===== src/rtl/muldiv_unit.sv =====
// muldiv_unit: iterative RV64M multiply/divide execution unit.
// Divider datapath is built only when MULDIV_DIV_EN is defined.
module muldiv_unit #(
  parameter int XLEN = 64
) (
  input  logic            clk,
  input  logic            reset,
  input  logic            start,
  input  logic [2:0]      op,
  input  logic [4:0]      rd_in,
  input  logic [XLEN-1:0] operand_a,
  input  logic [XLEN-1:0] operand_b,
  output logic            ready,
  output logic            result_valid,
  output logic [XLEN-1:0] result,
  output logic [4:0]      rd_out,
  output logic            reg_write
);

  localparam int CW = $clog2(XLEN);

  typedef enum logic [1:0] {
    IDLE,
    CALC,
    DONE
  } state_t;

  state_t            state;
  logic [CW-1:0]     cnt;
  logic [2:0]        op_q;
  logic              neg_q;
  logic [XLEN-1:0]   a_q;
  logic [2*XLEN-1:0] acc;
  logic [2*XLEN-1:0] acc_nx;
  logic [XLEN:0]     sum;

`ifdef MULDIV_DIV_EN
  localparam logic [XLEN-1:0] MINV =
    {1'b1, {(XLEN-1){1'b0}}};
  logic [XLEN-1:0]   b_q;
  logic [XLEN:0]     sh;
  logic [XLEN:0]     diff;
  logic [XLEN-1:0]   quo;
  logic [XLEN-1:0]   remv;
`endif

  logic            a_sgn;
  logic            b_sgn;
  logic            sa;
  logic            sb;
  logic            neg;
  logic [XLEN-1:0] a_abs;
  logic [XLEN-1:0] b_abs;
  logic            fast;
  logic [XLEN-1:0] fast_res;
  logic [2*XLEN-1:0] prod_s;
  logic [XLEN-1:0] fin;

  // Operand signedness, magnitudes and result sign at accept
  always_comb begin
    a_sgn = 1'b0;
    b_sgn = 1'b0;
    unique case (op)
      3'd1:       begin a_sgn = 1'b1; b_sgn = 1'b1; end
      3'd2:       a_sgn = 1'b1;
      3'd4, 3'd6: begin a_sgn = 1'b1; b_sgn = 1'b1; end
      default:    ;
    endcase
    sa    = a_sgn & operand_a[XLEN-1];
    sb    = b_sgn & operand_b[XLEN-1];
    a_abs = sa ? -operand_a : operand_a;
    b_abs = sb ? -operand_b : operand_b;
    neg   = (op[2] & op[1]) ? sa : (sa ^ sb);
  end

  // Divide special cases resolved without iterating
  always_comb begin
    fast     = 1'b0;
    fast_res = '0;
`ifdef MULDIV_DIV_EN
    if (op[2] && operand_b == '0) begin
      fast     = 1'b1;
      fast_res = op[1] ? operand_a : '1;
    end else if (op[2] && !op[0] &&
                 operand_a == MINV &&
                 &operand_b) begin
      fast     = 1'b1;
      fast_res = op[1] ? '0 : operand_a;
    end
`else
    fast = op[2];
`endif
  end

  // One shift-add or restoring-divide step
  always_comb begin
    sum    = {1'b0, acc[2*XLEN-1:XLEN]} +
             (acc[0] ? {1'b0, a_q} : '0);
    acc_nx = {sum, acc[XLEN-1:1]};
`ifdef MULDIV_DIV_EN
    sh   = acc[2*XLEN-1:XLEN-1];
    diff = sh - {1'b0, b_q};
    if (op_q[2])
      acc_nx = {diff[XLEN] ? sh[XLEN-1:0]
                           : diff[XLEN-1:0],
                acc[XLEN-2:0], ~diff[XLEN]};
`endif
  end

  // Sign fix-up and result selection on the last step
  always_comb begin
    prod_s = neg_q ? -acc_nx : acc_nx;
    fin    = (op_q[1:0] == 2'd0) ?
             prod_s[XLEN-1:0] :
             prod_s[2*XLEN-1:XLEN];
`ifdef MULDIV_DIV_EN
    quo  = acc_nx[XLEN-1:0];
    remv = acc_nx[2*XLEN-1:XLEN];
    if (op_q[2])
      fin = op_q[1] ? (neg_q ? -remv : remv)
                    : (neg_q ? -quo : quo);
`else
    if (op_q[2])
      fin = '0;
`endif
  end

  // Control FSM with registered handshake outputs
  always_ff @(posedge clk) begin
    if (reset) begin
      state        <= IDLE;
      cnt          <= '0;
      op_q         <= '0;
      neg_q        <= 1'b0;
      a_q          <= '0;
`ifdef MULDIV_DIV_EN
      b_q          <= '0;
`endif
      acc          <= '0;
      result       <= '0;
      rd_out       <= '0;
      result_valid <= 1'b0;
      reg_write    <= 1'b0;
      ready        <= 1'b1;
    end else begin
      result_valid <= 1'b0;
      reg_write    <= 1'b0;
      unique case (state)
        IDLE: begin
          if (start) begin
            op_q   <= op;
            rd_out <= rd_in;
            neg_q  <= neg;
            a_q    <= a_abs;
`ifdef MULDIV_DIV_EN
            b_q    <= b_abs;
`endif
            acc    <= {{XLEN{1'b0}},
                       op[2] ? a_abs : b_abs};
            cnt    <= '0;
            ready  <= 1'b0;
            if (fast) begin
              state        <= DONE;
              result       <= fast_res;
              result_valid <= 1'b1;
              reg_write    <= (rd_in != 5'd0);
            end else begin
              state <= CALC;
            end
          end
        end
        CALC: begin
          acc <= acc_nx;
          cnt <= cnt + 1'b1;
          if (cnt == CW'(XLEN-1)) begin
            state        <= DONE;
            result       <= fin;
            result_valid <= 1'b1;
            reg_write    <= (rd_out != 5'd0);
          end
        end
        DONE: begin
          state <= IDLE;
          ready <= 1'b1;
        end
        default: state <= IDLE;
      endcase
    end
  end

endmodule

===== config.mk =====
export PLATFORM = sky130hd
export DESIGN_NAME = muldiv_unit
export DESIGN_NICKNAME = d
export VERILOG_FILES = /design/src/rtl/muldiv_unit.sv
export SDC_FILE = /design/constraint.sdc
export NUM_CORES = 1
export LEC_CHECK = 0
export BUFFER_PORTS_ARGS = -buffer_cell sky130_fd_sc_hd__buf_4
export CORE_MARGIN = 2
export CORE_UTILIZATION = 35
export CTS_CLUSTER_DIAMETER = 120
export DETAILED_ROUTE_END_ITERATION = 6
export PLACE_DENSITY = 0.51
export SYNTH_ARGS = -nofsm -noshare
export SYNTH_HDL_FRONTEND = slang
export SYNTH_SLANG_ARGS = --single-unit

===== constraint.sdc =====
create_clock -name clk -period 6.11 [get_ports clk]
set_input_delay 0.3055 -clock clk [delete_from_list [all_inputs] [get_ports clk]]
set_output_delay 0.3055 -clock clk [all_outputs]
set_load 0.02 [all_outputs]

==> results by group <==
Clock tree
  – CTS H-Tree Depth: 2
  – CTS sink count: around 280
  – CTS tree: built
  – Clock insertion delay at the later pin of the skew report: between 500 and 600 ps
  – Root Driver: clkbuf_16
  – Setup bufs post-CTS: 0
  – Clock slew at reported path FFs: 60 ps
  – CTS Buf Count: 38
  – Clk buf depth: 3

Setup path
  – Reg2reg start: acc[0]
  – Critical path class: flip-flop to flip-flop
  – CP Capture Type: flip-flop
  – Worst reg-to-reg setup slack: roughly 410 ps
  – Highest-delay cell along the critical path: or4_4
  – Max incr delay on CP: 600 ps
  – CP Launch Type: flip-flop
  – Worst path bufs/invs: 3
  – Crit path DAT: around 6000 ps
  – CP most frequent cell: buf_4
  – Worst-path maximum fanout: 27
  – Worst r2r dst: result[61]
  – Data required time of the worst path: 6560 ps
  – CP cell instances: buf_4 > buf_4 > and2_1 > ha_1 > nand4_1 > nor3_1 > nand2_1 > a2111oi_0 > buf_4 > o2111a_1 > a311oi_1 > or3_1 > or3_1 > or4_4 > nor4_2 > nand3_1 > a32o_1
  – Worst path top cell family by delay: simple AND/OR/NAND/NOR gates
  – Path depth of the worst reg2reg path: 17

Synth
  – Register area share after synthesis: 0.252
  – Syn Nets: between 3000 and 4000
  – Asr flop ratio synth: 0
  – Synth Cell Area: between 20000 and 25000 um2
  – Number of flops mapped to enable cells by yosys: 0
  – Synth warn: 0
  – Synth Register Bits: around 280
  – Avg Inst Size Synth: roughly 7.1 um2
  – Distinct cells, synth: 85
  – Top_reg_cell synth: dfxtp_1
  – Syn Inst Count: approximately 3100

GRT
  – Total Routing Usage GR: 0.308
  – Pin count of the biggest net entering global routing: between 100 and 150
  – GRT Residual Overflow: 0
  – First-pass GRT wire length: 151 mm
  – Vias in the first global route: roughly 23000
  – Initial antenna violation count: 3

Final layout
  – Area grow syn2layout: 18.5%
  – FILL cells: 6399
  – Ratio of cells with drive above 1 in the final layout: 0.131
  – Final #Nets: 3432

Worst hold path
  – Hold Path Class: input port to flip-flop
  – Hold Path Cell Cnt: 3
  – Min-delay src: op[1]
  – Worst Hold End: op_q[1]

Route
  – Via count: 25000
  – Routed WL per cell: 25.0 um
  – Routed vias/inst: 6.11
  – Total Wirelength: about 100 mm
  – Starting DRC count in detailed routing: 2977
  – Router iterations before antenna repair: 7
  – DRC viols: 6
  – Post-route ant nets: 0

Run status
  – Outcome: finished with violations
  – Failing checks: DRC

Place
  – DP Worst Slack: 512 ps
  – Port bufs: 210
  – GPL Wtd Cong: 0.954
  – Post-DP HPWL: approximately 80 mm

Floorplanning
  – Num ports: approximately 210
  – Die X: roughly 250 um
  – Core area: slightly above 60000 um2
  – Initial Util: 0.355
  – Die ar.: 64700 um2
  – Die Y: approximately 250 um
  – Row Count: between 90 and 100

Timing
  – Final slew viol count: 0
  – Final number of setup-violating endpoints: 0
  – Setup TNS: 0 ps
  – Fin Clk Skew: approximately 31 ps
  – Minimum hold slack: between 30 and 40 ps
  – Share of the clock period used by the worst path: 0.933
  – RSZ-0062 raised after global routing: false
  – Slew @ Worst Pin: 1280 ps
  – Worst Slack Setup Final: 409 ps
  – Relative max-transition margin: 0.143
  – Fmax: roughly 180 MHz
  – Final Hold Viols: 0
  – Fin crit period: around 5700 ps

Flow run
  – Number of max-cap violations: 0

Pwr
  – Overall power: 5.79 mW
  – Leakage: 9.98 nW
  – Max IR drop VDD: around 0.16 mV
  – P per Cell Area: ~220 nW/um2
==> worst max path at each step <==
| stage | start | end | slack, ps | depth (start not counted) |
|---|---|---|---|---|
| final | acc[0] | result[61] | 410 | 17 |
| after global routing | acc[0] | result[61] | 100 | 17 |
| after CTS | acc[0] | result[61] | 470 | 17 |
| after detailed placement | acc[0] | result[61] | 510 | 17 |
| after global placement | acc[0] | result[58] | 630 | 18 |
| after floorplan | acc[0] | result[59] | 1170 | 16 |
==> registers in the layout, indices dropped and copies added (netlist names) <==
| name | flops |
|---|---|
| cnt | 6 |
| ready | 1 |
| reg_write | 1 |
| result | 64 |
| state | 2 |
| neg_q | 1 |
| rd_out | 5 |
| op_q | 3 |
| a_q | 64 |
| result_valid | 1 |
| acc | 128 |
==> where the power goes <==
group	internal, mW	switching [mW]	total [mW]
registers	1.90	0.161	2.06
clock network	1.50	0.941	2.44
logic	0.455	0.837	1.29
==> Yosys cell counts, drive strengths merged (38+ instances only) <==
cell type | instances | area share
nor4 | 43 | 0.013
nor3 | 107 | 0.025
dfxtp | 276 | 0.25
a21oi | 279 | 0.064
nand4 | 49 | 0.014
inv | 38 | 0.0065
and2 | 79 | 0.023
or3 | 48 | 0.014
xor2 | 110 | 0.044
nand2 | 292 | 0.050
nor2 | 432 | 0.074
xnor2 | 107 | 0.043
a22oi | 81 | 0.028
a211oi | 80 | 0.027
clkbuf | 190 | 0.032
nand3 | 46 | 0.010
ha | 68 | 0.039
o31ai | 41 | 0.014
o21ai | 209 | 0.048
==> through the flow <==
step / cell area (um2) / cells / utilization
final: 26000 / 4088 / 0.421
after global routing: 26000 / 4087 / 0.421
after CTS: 26000 / 4087 / 0.421
after detailed placement: 24600 / 4016 / 0.398
after global placement: 24600 / 4016 / 0.398
after floorplan: 22000 / 3073 / -
==> worst min-delay path, delay by kind of cell <==
kind / cells / cell delay, ps
AOI/OAI and AO/OA: 1 / 50
buffers and inverters: 1 / 130
and+or+nand+nor: 1 / 50
==> final cells by class <==
| type | instances | area (um2) | share of cell area |
|---|---|---|---|
| sequential | 276 | 5530 | 0.212 |
| antenna | 1 | 2.50 | 0.0000962 |
| inverter | 38 | 143 | 0.00548 |
| timing repair buffer | 314 | 2380 | 0.0913 |
| multi-input combinational | 2556 | 15600 | 0.598 |
| tap | 837 | 1050 | 0.0402 |
| clock buffer | 51 | 1120 | 0.0431 |
| clock inverter | 15 | 229 | 0.00880 |
==> cells by family (layout without fill, tap and decap cells) <==
kind of cell             Yosys count  count (layout)  synth area share
multiplexers                      12              12           0.00627
AO/OA/AOI/OAI                   1013            1013             0.303
flip-flops                       276             276             0.252
other                              0               1                 0
adder cells (fa/ha/maj)           69              69            0.0397
AND/OR/NAND/NOR                 1245            1245             0.271
buffers and inverters            241             418            0.0413
XOR/XNOR                         217             217            0.0866
==> cells in the final DEF, fill, tap and decap left out, drive strengths merged, types with 19 or more instances in the layout <==
cell type,synthesis,final
and2,79,79
clkbuf,190,52
o211ai,22,22
a22oi,81,81
ha,68,68
a31oi,26,26
dfxtp,276,276
nand3,46,46
buf,13,308
nor2,432,432
xor2,110,110
nand2b,19,19
nor3,107,107
a211oi,80,80
o21a,20,20
nor4,43,43
o31ai,41,41
and3,19,19
a21o,29,29
nor2b,26,26
o21ai,209,209
or2,25,25
or3,48,48
xnor2,107,107
or4,32,32
nand4,49,49
inv,38,38
nand2,292,292
a222oi,36,36
a21oi,279,279
==> per-layer routing <==
metal  vias to the layer above  share of wire  routed length, um  global-route usage
li1                      11700              -                  -                   -
met2                      1139           0.42              43100               0.456
met5                         -              0                  0                   0
met3                       124          0.083               8460              0.0497
met4                         0          0.026               2620              0.0824
met1                     12000           0.47              47900               0.458
==> repair_timing <==
action                                 CTS  global route
gates resized for setup                  0             0
endpoints found under the hold margin    5             0
hold buffers                             5             0
No activity file was read; power rests on OpenSTA's default activity.
